--- src/rtl/codec2_arb_pkg.sv ---
// Shared types for the multiplier-pair arbiter.
// State encoding and index-width helper.
package codec2_arb_pkg;

  typedef enum logic [1:0] {
    ST_IDLE  = 2'd0,
    ST_GRANT = 2'd1,
    ST_DRAIN = 2'd2
  } arb_state_e;

  localparam int NREQ_MIN = 2;
  localparam int NREQ_MAX = 8;

  // Width of owner/ptr indices for a given requester count.
  function automatic int idx_w(input int nreq);
    return (nreq > 1) ? $clog2(nreq) : 1;
  endfunction

endpackage

--- src/rtl/qmult_pair_arbiter_rr_pick.sv ---
// Round-robin picker: first requester at or
// after ptr, wrapping modulo NREQ.
module rr_pick
  import codec2_arb_pkg::*;
#(
  parameter int NREQ = 4,
  parameter int IW   = idx_w(NREQ)
) (
  input  logic [NREQ-1:0] req,
  input  logic [IW-1:0]   ptr,
  output logic            valid,
  output logic [IW-1:0]   idx
);

  int cand;

  // Scan from the far end so the slot nearest ptr is written last.
  always_comb begin
    valid = 1'b0;
    idx   = '0;
    cand  = 0;
    for (int k = NREQ - 1; k >= 0; k--) begin
      cand = int'(ptr) + k;
      if (cand >= NREQ) begin
        cand = cand - NREQ;
      end
      if (req[cand]) begin
        valid = 1'b1;
        idx   = IW'(cand);
      end
    end
  end

endmodule

--- src/rtl/qmult_pair_arbiter.sv ---
// Lock-style arbiter sharing the m1/m2 qmult pair.
// Optional watchdog: define MULT_ARB_TIMEOUT_EN.
module qmult_pair_arbiter
  import codec2_arb_pkg::*;
#(
  parameter int N        = 32,
  parameter int Q        = 16,
  parameter int NREQ     = 4,
  parameter int MAX_HOLD = 1023
) (
  input  logic              clk,
  input  logic              rst,
  input  logic [NREQ-1:0]   req,
  output logic [NREQ-1:0]   gnt,
  output logic              busy,
  input  logic [NREQ*N-1:0] rq_m1_in1,
  input  logic [NREQ*N-1:0] rq_m1_in2,
  input  logic [NREQ*N-1:0] rq_m2_in1,
  input  logic [NREQ*N-1:0] rq_m2_in2,
  output logic [N-1:0]      m1_in1,
  output logic [N-1:0]      m1_in2,
  output logic [N-1:0]      m2_in1,
  output logic [N-1:0]      m2_in2,
  input  logic [N-1:0]      m1_out,
  input  logic [N-1:0]      m2_out,
  output logic [N-1:0]      p1,
  output logic [N-1:0]      p2
`ifdef MULT_ARB_TIMEOUT_EN
  ,
  output logic              timeout_err
`endif
);

  localparam int IW = idx_w(NREQ);

  if (NREQ < NREQ_MIN || NREQ > NREQ_MAX) begin : g_bad_nreq
    $error("qmult_pair_arbiter: NREQ out of range");
  end
  if (Q < 1 || Q >= N) begin : g_bad_q
    $error("qmult_pair_arbiter: Q must be in 1..N-1");
  end
  if (MAX_HOLD < 1) begin : g_bad_hold
    $error("qmult_pair_arbiter: MAX_HOLD must be >= 1");
  end

  arb_state_e      state_q, state_d;
  logic [IW-1:0]   owner_q, owner_d;
  logic [IW-1:0]   ptr_q, ptr_d;
  logic [NREQ-1:0] gnt_q, gnt_d;

  logic [NREQ-1:0] req_ok;
  logic            pick_valid;
  logic [IW-1:0]   pick_idx;
  logic            own_req;
  logic            expire;

  assign own_req = req[owner_q];

`ifdef MULT_ARB_TIMEOUT_EN
  localparam int HW = $clog2(MAX_HOLD + 1);

  logic [HW-1:0]   hold_q, hold_d;
  logic [NREQ-1:0] mask_q, mask_d;
  logic            terr_q, terr_d;

  assign expire = (state_q == ST_GRANT) && own_req
               && (hold_q == HW'(MAX_HOLD - 1));

  assign req_ok = req & ~mask_q;

  // Hold counter, revoked-owner mask and sticky error.
  always_comb begin
    hold_d = '0;
    if (state_q == ST_GRANT) begin
      hold_d = hold_q + 1'b1;
    end
    mask_d = mask_q & req;
    if (expire) begin
      mask_d[owner_q] = 1'b1;
    end
    terr_d = terr_q | expire;
  end

  // Watchdog registers.
  always_ff @(posedge clk or negedge rst) begin
    if (!rst) begin
      hold_q <= '0;
      mask_q <= '0;
      terr_q <= 1'b0;
    end else begin
      hold_q <= hold_d;
      mask_q <= mask_d;
      terr_q <= terr_d;
    end
  end

  assign timeout_err = terr_q;
`else
  assign expire = 1'b0;
  assign req_ok = req;
`endif

  rr_pick #(
    .NREQ (NREQ),
    .IW   (IW)
  ) u_pick (
    .req   (req_ok),
    .ptr   (ptr_q),
    .valid (pick_valid),
    .idx   (pick_idx)
  );

  // Grant FSM: arbitrate in IDLE, hold in GRANT, one dead cycle in DRAIN.
  always_comb begin
    state_d = state_q;
    owner_d = owner_q;
    ptr_d   = ptr_q;
    gnt_d   = gnt_q;
    unique case (state_q)
      ST_IDLE: begin
        gnt_d = '0;
        if (pick_valid) begin
          owner_d = pick_idx;
          gnt_d   = NREQ'(1) << pick_idx;
          ptr_d   = (pick_idx == IW'(NREQ - 1)) ? '0 : pick_idx + 1'b1;
          state_d = ST_GRANT;
        end
      end
      ST_GRANT: begin
        if (!own_req || expire) begin
          gnt_d   = '0;
          state_d = ST_DRAIN;
        end
      end
      ST_DRAIN: begin
        gnt_d   = '0;
        state_d = ST_IDLE;
      end
      default: begin
        gnt_d   = '0;
        state_d = ST_IDLE;
      end
    endcase
  end

  // FSM, owner, pointer and grant registers.
  always_ff @(posedge clk or negedge rst) begin
    if (!rst) begin
      state_q <= ST_IDLE;
      owner_q <= '0;
      ptr_q   <= '0;
      gnt_q   <= '0;
    end else begin
      state_q <= state_d;
      owner_q <= owner_d;
      ptr_q   <= ptr_d;
      gnt_q   <= gnt_d;
    end
  end

  // Steer the owner's operand slices; zero outside GRANT.
  always_comb begin
    m1_in1 = '0;
    m1_in2 = '0;
    m2_in1 = '0;
    m2_in2 = '0;
    if (state_q == ST_GRANT) begin
      m1_in1 = rq_m1_in1[int'(owner_q)*N +: N];
      m1_in2 = rq_m1_in2[int'(owner_q)*N +: N];
      m2_in1 = rq_m2_in1[int'(owner_q)*N +: N];
      m2_in2 = rq_m2_in2[int'(owner_q)*N +: N];
    end
  end

  assign gnt  = gnt_q;
  assign busy = |gnt_q;
  assign p1   = m1_out;
  assign p2   = m2_out;

endmodule

--- config.mk ---
export PLATFORM = sky130hd
export DESIGN_NAME = qmult_pair_arbiter
export DESIGN_NICKNAME = d
export VERILOG_FILES = /design/src/rtl/codec2_arb_pkg.sv /design/src/rtl/qmult_pair_arbiter_rr_pick.sv /design/src/rtl/qmult_pair_arbiter.sv
export SDC_FILE = /design/constraint.sdc
export NUM_CORES = 1
export LEC_CHECK = 0
export CAP_MARGIN = 20
export CORE_AREA = 2 2 302 304
export CTS_CLUSTER_DIAMETER = 50
export DETAILED_ROUTE_END_ITERATION = 10
export DIE_AREA = 0 0 304 306
export PLACE_DENSITY = 0.32
export SETUP_SLACK_MARGIN = 0.02
export SYNTH_ARGS = -nofsm -noshare
export SYNTH_HDL_FRONTEND = slang
export SYNTH_SLANG_ARGS = --single-unit
--- constraint.sdc ---
create_clock -name clk -period 4.7 [get_ports clk]
set_input_delay 0.94 -clock clk [delete_from_list [all_inputs] [get_ports clk]]
set_output_delay 0.94 -clock clk [all_outputs]
set_load 0.05 [all_outputs]
==> out/metrics.cfg, run 1 <==
[run_status]
status=finished clean

[detailed_routing]
vias=6163
antenna_left=0
drt-initial-drc-count=201
via_per_inst=2.85
drc=0
first_pass_iters=4
routed_wl_microns=41300
post_drt_wl_per_cell_microns=19.1

[worst_setup_path]
r2r_slack_ps=2550
startpoint_type=flip-flop
required_ps=3760
worst_ep_arrival_time_ps=2860
worstSetupPathType=flip-flop to output port
crit_slowest_cell=clkdlybuf4s50_1
cp_max_fo=35
crit_path_cell_trace=buf_12 > mux4_2 > nor2b_1 > clkdlybuf4s50_1
cp-end-kind=output port
critPathMaxStageDelay_ps=750

[synth]
ys_seq_area_share_pct=4.93
syn-num-nets=994
synthCells=408
ys_top_cells_by_count=nor2b_1, mux4_2, buf_4, clkbuf_1, buf_2
yosys_most_used_dff=dfrtp_1
synth-seq-cells=10
syn_area_sq_um=5070
ys_async_sr_fraction_pct=100
syn_area_per_cell_sq_um=12.4
yosysWarnings=0
synth_edf_count=0
synth_cell_types=25
synth.area.top_cells=mux4_2, nor2b_1, buf_4, dfrtp_1, buf_12
yosysTopAreaCell=mux4_2
synth_top_area_share_pct=57.3
yosysMostFrequentCell=nor2b_1

[finish]
nFillCells=10100
layout.nets=1568
drive_gt1_share_pct=17.3
area_growth_pct=148
stdcell_count=2159
final_cell_area_sq_um=12600

[sta]
holdWs_ps=533
relSlewSlack_pct=52.5
setup_tns_ps=0
setup_viol=0
fin_crit_ps=3800
slew_violations=0
rsz0062_at_grt=false
fin_skew_ps=2.52
hold_viol_final=0
fmax_mhz=263
worst_slew_pin_slew_ps=709
fin_crit_sh_pct=80.8

[worst_hold_path]
hold_path_class=flip-flop to flip-flop

[place]
gp_congestion=0.850
dp_hpwl_microns=36800
dpl_cell_area_sq_um=12500
portBuffers=650
dp.cells=2153

[clock_network]
post-cts-setup-buffers=0
htree_num_levels=1
tritoncts=built
cts.reportedPaths.clkPinSlew_ps=40
worstSkewPairLatency_ps=240
clockBufferDepth=2
numCtsBuffers=3
cts-root-buf=clkbuf_16
cts_hold_buf=0
cts_sinks=10
cts_resized=0

[pwr]
p_total_mw=7.45
leakagePower_nw=4.01
pwr_density_cell_nw_per_um2=592
ir_drop_mv=0.232

[die]
die_w_microns=304
io_pins=779
rows=110
die_area_sq_um=93000
start_util_pct=5.66
die_h_microns=306
core_area_sq_um=89600

[run]
max_cap_violations=0

[global_routing]
grt_first_pass_wirelength_microns=55800
gr-usage-all-layers_pct=8.38
grt_max_degree=48
grt_pass1_vias=6955
grt_overflow_total=0
antenna_found_initial=11

flip-flops by register name (all words and copies together) (netlist names):
name / cells
gnt: 4
owner_q: 2
ptr_q: 2
state_q: 2
report_power, final:
group,internal [mW],leakage [nW],switching (mW)
registers,0.134,0.124,0.122
logic,2.95,3.84,4.07
clock network,0.128,0.0442,0.0410
per-layer routing:
layer  wire length, microns  global-route usage (%)
met1                  15700                    9.54
met4                    365                   0.833
met2                  20800                    15.3
met3                   4340                    3.05
met5                     27                       0
cells in the final DEF (no fill, tap or decap), types with 4 or more instances in the layout:
master | synthesis | routed
a22o_1 | 4 | 4
buf_12 | 11 | 8
buf_4 | 65 | 22
clkdlybuf4s50_1 | 0 | 646
dfrtp_1 | 10 | 8
ha_1 | 4 | 4
mux4_2 | 129 | 129
nor2b_1 | 133 | 133
cell families (layout without fill, tap and decap cells):
kind of cell	after synthesis	in the layout	synth area share, %
muxes	133	133	58.1
and+or+nand+nor	145	145	17.7
buffers and inverters	110	683	17.2
other	0	2	0
adders and majority gates	4	4	0.987
DFF	10	10	4.93
AOI/OAI and AO/OA	6	6	0.987
per-stage QoR:
stage | utilization [%] | setup WS, ps
final | 14.0 | 900
after global routing | 14.0 | 723
after CTS | 14.0 | 777
after detailed placement | 13.9 | 796
after global placement | 13.9 | 792
after floorplan | - | 1900
layout make-up:
class | instances | area (sq um) | area share (%)
Antenna cell | 2 | 5.00 | 0.0398
Clock buffer | 4 | 88.8 | 0.706
Inverter | 3 | 11.3 | 0.0895
Multi-Input combinational cell | 288 | 3960 | 31.4
Sequential cell | 10 | 258 | 2.05
Tap cell | 1176 | 1470 | 11.7
Timing Repair Buffer | 676 | 6790 | 54.0
critical path, delay by kind of cell, from the launching register on:
kind                   cells  cell delay [ps]
muxes                      1              600
DFF                        1              690
buffers and inverters      2             1060
and+or+nand+nor            1              170
worst paths after layout:
path / endpoint / from / cells past startpoint
max: m2_in2[29] / owner_q[0]$_DFFE_PN0P_ / 4
min: gnt[0]$_DFFE_PN0P_ / gnt[0]$_DFFE_PN0P_ / 1
max reg2reg: state_q[0]$_DFFE_PN0P_ / owner_q[0]$_DFFE_PN0P_ / 4
min reg2reg: gnt[0]$_DFFE_PN0P_ / gnt[0]$_DFFE_PN0P_ / 1
max in group asynchronous: owner_q[0]$_DFFE_PN0P_ / rst / 1
min in group asynchronous: gnt[2]$_DFFE_PN0P_ / rst / 1
Note: power is estimated with default switching activity, not from simulation.
==> inputs of run 2 (changes only) <==
- CORE_AREA: 2 2 302 304 -> 2 2 299 301
- DIE_AREA: 0 0 304 306 -> 0 0 301 303
- clock period: 4.7 -> 3.6 ns (I/O delays scaled with it)
==> run 2 against run 1 <==
Effect of this change: non-clock buffer count shrank 13; critical path depth is the same; total power grew 27%; clock-buffer cell count is the same; hold slack gained 8.2 ps; combinational power grew 28%; worst setup slack lost 580 ps; highest routed layer is now met4; flip-flop and latch count is the same; core utilization is essentially flat; first-iteration DRC count shrank 23%; largest cell class unchanged.
==> out/metrics.cfg, run 2 (synthesis results as in run 1) <==
[run_status]
status=finished clean  ; unchanged

[place]
dp.cells=2129  ; was 2153
portBuffers=650  ; unchanged
gp_congestion=0.785  ; was 0.850
dp_hpwl_microns=37400  ; was 36800 microns
place_ws_ps=303  ; was 796 ps

[die]
rows=109  ; was 110
io_pins=779  ; unchanged
die_w_microns=301  ; was 304 microns
start_util_pct=5.77  ; was 5.66%
die_area_sq_um=91200  ; was 93000 sq um
die_h_microns=303  ; was 306 microns
core_area_sq_um=88000  ; was 89600 sq um

[clock_network]
worstSkewPairLatency_ps=240  ; about the same
cts_resized=0  ; unchanged
cts-root-buf=clkbuf_16  ; unchanged
clockBufferDepth=2  ; unchanged
cts_hold_buf=0  ; unchanged
post-cts-setup-buffers=0  ; unchanged
htree_num_levels=1  ; unchanged
cts.reportedPaths.clkPinSlew_ps=40  ; about the same
numCtsBuffers=3  ; unchanged
cts_sinks=10  ; unchanged
tritoncts=built  ; unchanged

[pwr]
clkPwrFrac_pct=2.4  ; was 2.3%
leakagePower_nw=4.10  ; was 4.01 nW
p_seq_share_pct=2.9  ; was 3.4%
ir_drop_mv=0.479  ; was 0.232 mV
pwr_density_cell_nw_per_um2=768  ; was 592 nW/um^2
switchingPower_mw=5.47  ; was 4.23 mW
sw_frac_of_total_pct=57.8  ; was 56.8%
combinationalPowerShare_pct=94.7  ; was 94.3%
internal_power_mw=3.99  ; was 3.21 mW

[sta]
holdWs_ps=541  ; was 533 ps
relSlewSlack_pct=55.2  ; was 52.5%
fin_crit_ps=3280
hold_viol_final=0  ; unchanged
slew_violations=0  ; unchanged
fmax_mhz=305
fin_crit_sh_pct=91.2
rsz0062_at_grt=false  ; unchanged
worst_slack_ps=316  ; was 900 ps
setup_tns_ps=0  ; unchanged
fin_skew_ps=1.20  ; was 2.52 ps
setup_viol=0  ; unchanged
worst_slew_pin_slew_ps=668  ; was 709 ps

[finish]
layout_common_cells=clkdlybuf4s50_1, nor2b_1, mux4_2  ; unchanged
area_growth_pct=143  ; was 148%
stdcell_count=2135  ; was 2159
nFillCells=9935  ; was 10100
largest_register_ffs=4  ; unchanged
layout_commonest_cell=clkdlybuf4s50_1  ; unchanged
layout.nets=1555  ; was 1568
drive_gt1_share_pct=24.8  ; was 17.3%

[worst_setup_path]
cp-end-kind=output port  ; unchanged
crit_path_cell_trace=clkdlybuf4s50_1 > mux4_2 > nor2b_1 > clkdlybuf4s50_1  ; was buf_12 > mux4_2 > nor2b_1 > clkdlybuf4s50_1
r2r_start=owner_q[0]$_DFFE_PN0P_  ; unchanged
worst_ep_arrival_time_ps=2560  ; was 2860 ps
worstSetupPathType=input port to output port  ; was flip-flop to output port
path_common_cell=clkdlybuf4s50_1
crit_buf_inv=2  ; unchanged
critPathTopFamily=buffers and inverters  ; unchanged
cp_max_fo=1  ; was 35
required_ps=2880  ; was 3760 ps
startpoint_type=input port  ; was flip-flop
r2r_slack_ps=1710  ; was 2550 ps
critPathMaxStageDelay_ps=710  ; was 750 ps
r2r_cells=4  ; unchanged
r2r_end=state_q[0]$_DFFE_PN0P_  ; unchanged
crit_slowest_cell=clkdlybuf4s50_1  ; unchanged

[global_routing]
antenna_found_initial=6  ; was 11
gr-usage-all-layers_pct=8.44  ; was 8.38%
grt_pass1_vias=6681  ; was 6955
grt_first_pass_wirelength_microns=54500  ; was 55800 microns
grt_overflow_total=0  ; unchanged
grt_max_degree=46  ; was 48

[detailed_routing]
antenna_left=0  ; unchanged
drc=0  ; unchanged
routed_wl_microns=41700  ; was 41300 microns
vias=6002  ; was 6163
first_pass_iters=6  ; was 4
drt-initial-drc-count=154  ; was 201
post_drt_wl_per_cell_microns=19.5  ; was 19.1 microns
via_per_inst=2.81  ; was 2.85

[run]
max_cap_violations=0  ; unchanged

[worst_hold_path]
holdCritStartpoint=ptr_q[0]$_DFFE_PN0P_  ; was gnt[0]$_DFFE_PN0P_
hold_path_class=flip-flop to flip-flop  ; unchanged
holdPathStages=1  ; unchanged
holdPathEnd=ptr_q[0]$_DFFE_PN0P_  ; was gnt[0]$_DFFE_PN0P_

run 2: power by group through the flow:
stage | logic [mW] | clock network (mW) | registers, mW
2_1_floorplan | 6.34 | 0 | 0.267
3_3_place_gp | 9.23 | 0 | 0.286
3_5_place_dp | 9.19 | 0 | 0.288
4_1_cts | 9.22 | 0.227 | 0.288
5_1_grt | 9.54 | 0.232 | 0.294
6_report | 8.97 | 0.223 | 0.277
run 2: cell type report:
class | count | area [sq um] | share of cell area, %
Inverter | 3 | 11.3 | 0.0914
Sequential cell | 10 | 258 | 2.09
Timing Repair Buffer | 663 | 6550 | 53.1
Antenna cell | 2 | 5.00 | 0.0406
Clock buffer | 4 | 88.8 | 0.721
Multi-Input combinational cell | 288 | 3960 | 32.1
Tap cell | 1165 | 1460 | 11.8
run 2: per-layer routing:
metal	track usage, %	part of all wire [%]	up-vias
met5	0	0	-
met4	0.805	1.0	0
met3	3.58	11	25
met2	15.4	50	460
met1	9.37	37	2868
li1	-	-	2649
run 2: worst max path at each step:
stage / start / end / slack, ps / cells past startpoint
3_5_place_dp: rq_m2_in2[85] / m2_in2[21] / 300 / 4
6_report: rq_m2_in2[85] / m2_in2[21] / 320 / 4
3_3_place_gp: rq_m2_in2[85] / m2_in2[21] / 270 / 4
2_1_floorplan: owner_q[0]$_DFFE_PN0P_ / m1_in1[22] / 1070 / 5
5_1_grt: rq_m2_in2[79] / m2_in2[15] / 270 / 4
4_1_cts: rq_m2_in2[85] / m2_in2[21] / 290 / 4
run 2: per-stage QoR:
stage	total power [mW]	area [sq um]	util (%)
6_report	9.47	12300	14.0
5_1_grt	10.1	12300	14.0
4_1_cts	9.73	12300	14.0
3_5_place_dp	9.47	12200	13.9
3_3_place_gp	9.52	12200	13.9
2_1_floorplan	6.61	5070	-
==> inputs of run 3 (changes only) <==
- CTS_CLUSTER_SIZE: unset -> 20
- PLACE_DENSITY: 0.32 -> unset
- PLACE_DENSITY_LB_ADDON: unset -> 0.15
==> run 3 against run 2 <==
Effect of this change: total power grew 0.66%; via count grew 2.1%; clock skew shrank 0.51 ps; maximum frequency grew 0.26%; critical path type unchanged; largest power group unchanged.
==> out/metrics.cfg, run 3 (synthesis results as in run 1) <==
[finish]
layout_commonest_cell=clkdlybuf4s50_1  ; unchanged
nFillCells=9909  ; was 9935
area_growth_pct=144  ; was 143%
layout.nets=1565  ; was 1555
finish.utilization_pct=14.1  ; was 14.0%
largest_register_ffs=4  ; unchanged
drive_gt1_share_pct=27.9  ; was 24.8%
layout_common_cells=clkdlybuf4s50_1, nor2b_1, mux4_2  ; unchanged

[clock_network]
post-cts-setup-buffers=0  ; unchanged
htree_num_levels=1  ; unchanged
cts_sinks=10  ; unchanged
cts.reportedPaths.clkPinSlew_ps=40  ; about the same
numCtsBuffers=3  ; unchanged
worstSkewPairLatency_ps=240  ; about the same
cts_hold_buf=0  ; unchanged
cts-root-buf=clkbuf_16  ; unchanged
clockBufferDepth=2  ; unchanged
tritoncts=built  ; unchanged
cts_resized=0  ; unchanged

[detailed_routing]
vias=6127  ; was 6002
drc=0  ; unchanged
post_drt_wl_per_cell_microns=18.6  ; was 19.5 microns
via_per_inst=2.85  ; was 2.81
antenna_left=0  ; unchanged
routed_wl_microns=40000  ; was 41700 microns
first_pass_iters=4  ; was 6
drt-initial-drc-count=199  ; was 154

[sta]
fmax_mhz=305  ; about the same
slew_violations=0  ; unchanged
worst_slew_pin_slew_ps=676  ; was 668 ps
hold_viol_final=0  ; unchanged
fin_skew_ps=0.693  ; was 1.20 ps
fin_crit_ps=3280  ; about the same
relSlewSlack_pct=54.7  ; was 55.2%
rsz0062_at_grt=false  ; unchanged
setup_viol=0  ; unchanged
fin_crit_sh_pct=91.0  ; was 91.2%
setup_tns_ps=0  ; unchanged

[global_routing]
grt_util_met2_pct=15.5  ; was 15.4%
grt_max_degree=60  ; was 46
grt_first_pass_wirelength_microns=53200  ; was 54500 microns
grt_use_met3_pct=3.04  ; was 3.58%
grt_busiest_layer=met2  ; unchanged
gr-usage-all-layers_pct=8.06  ; was 8.44%
antenna_found_initial=10  ; was 6
grt_pass1_vias=6981  ; was 6681
grt_use_met1_pct=8.53  ; was 9.37%
grt_overflow_total=0  ; unchanged

[worst_setup_path]
worstSetupPathType=input port to output port  ; unchanged
r2r_start=owner_q[0]$_DFFE_PN0P_  ; unchanged
path_common_cell=clkdlybuf4s50_1  ; unchanged
crit_slowest_cell=clkdlybuf4s50_1  ; unchanged
startpoint_type=input port  ; unchanged
cp_max_fo=1  ; unchanged
cp-end-kind=output port  ; unchanged
r2r_cells=3  ; was 4
critPathMaxStageDelay_ps=720  ; was 710 ps
worst_ep_arrival_time_ps=2560  ; about the same
crit_path_cell_trace=clkdlybuf4s50_1 > mux4_2 > nor2b_1 > clkdlybuf4s50_1  ; unchanged
r2r_end=state_q[0]$_DFFE_PN0P_  ; unchanged
r2r_slack_ps=1560  ; was 1710 ps
required_ps=2880  ; about the same

[worst_hold_path]
hold_path_class=flip-flop to flip-flop  ; unchanged
holdPathStages=1  ; unchanged
holdCritStartpoint=gnt[3]$_DFFE_PN0P_  ; was ptr_q[0]$_DFFE_PN0P_
holdPathEnd=gnt[3]$_DFFE_PN0P_  ; was ptr_q[0]$_DFFE_PN0P_

[die]
die_area_sq_um=91200  ; unchanged
die_h_microns=303  ; unchanged
rows=109  ; unchanged
core_area_sq_um=88000  ; unchanged
io_pins=779  ; unchanged
die_w_microns=301  ; unchanged
start_util_pct=5.77  ; unchanged

[run]
max_cap_violations=0  ; unchanged

[pwr]
p_total_mw=9.53  ; was 9.47 mW
pwr_density_cell_nw_per_um2=769  ; was 768 nW/um^2
ir_drop_mv=0.460  ; was 0.479 mV
leakagePower_nw=4.20  ; was 4.10 nW

[place]
gp_congestion=0.753  ; was 0.785
portBuffers=650  ; unchanged
dp_hpwl_microns=35500  ; was 37400 microns

[run_status]
status=finished clean  ; unchanged

-- run 3: changes by cell type in the layout (fill, tap and decap cells not counted) --
| cell | previous run | this run |
|---|---|---|
| buf_4 | 87 | 117 |
| clkdlybuf4s50_1 | 563 | 540 |
| buf_12 | 13 | 16 |
| diode_2 | 2 | 4 |
-- run 3: how the worst max path moves through the flow --
stage / startpoint / end / slack, ps
2_1_floorplan: owner_q[0]$_DFFE_PN0P_ / m1_in1[22] / 1070
3_3_place_gp: rq_m2_in2[80] / m2_in2[16] / 280
3_5_place_dp: rq_m2_in2[80] / m2_in2[16] / 320
4_1_cts: owner_q[0]$_DFFE_PN0P_ / m2_in1[7] / 250
5_1_grt: owner_q[0]$_DFFE_PN0P_ / m2_in1[29] / 180
6_report: rq_m2_in2[80] / m2_in2[16] / 320
-- run 3: layout make-up --
type                    count  area [sq um]  area share (%)
repair buffers            673          6600            53.3
multi-input cells         288          3960            31.9
well taps                1165          1460            11.8
flip-flops and latches     10           258            2.08
clock buffers               4          88.8           0.717
inverters                   3          11.3          0.0909
diodes                      4          10.0          0.0808
-- run 3: critical path, delay by kind of cell --
kind,cells,cell delay [ps]
and+or+nand+nor,1,150
buffers and inverters,2,1210
muxes,1,470
-- run 3: power breakdown --
part | switching, mW | internal [mW] | total, mW | leakage [nW]
logic | 5.20 | 3.72 | 8.91 | 4.03
clock network | 0.0514 | 0.167 | 0.218 | 0.0442
registers | 0.226 | 0.173 | 0.398 | 0.124
total | 5.47 | 4.06 | 9.53 | 4.20
-- run 3: metrics by stage --
stage	worst slack, ps	hold slack, ps	cells	instance area, sq um
floorplan	1070	424	408	5070
global placement	280	520	2139	12300
detailed placement	316	508	2139	12300
CTS	246	522	2143	12400
global route	185	547	2145	12400
finish	325	513	2147	12400
-- run 3: routing by layer --
| metal | up-vias | share of wire (%) |
|---|---|---|
| li1 | 2675 | - |
| met1 | 2960 | 35 |
| met2 | 462 | 53 |
| met3 | 24 | 11 |
| met4 | 6 | 0.51 |
| met5 | - | 0.10 |
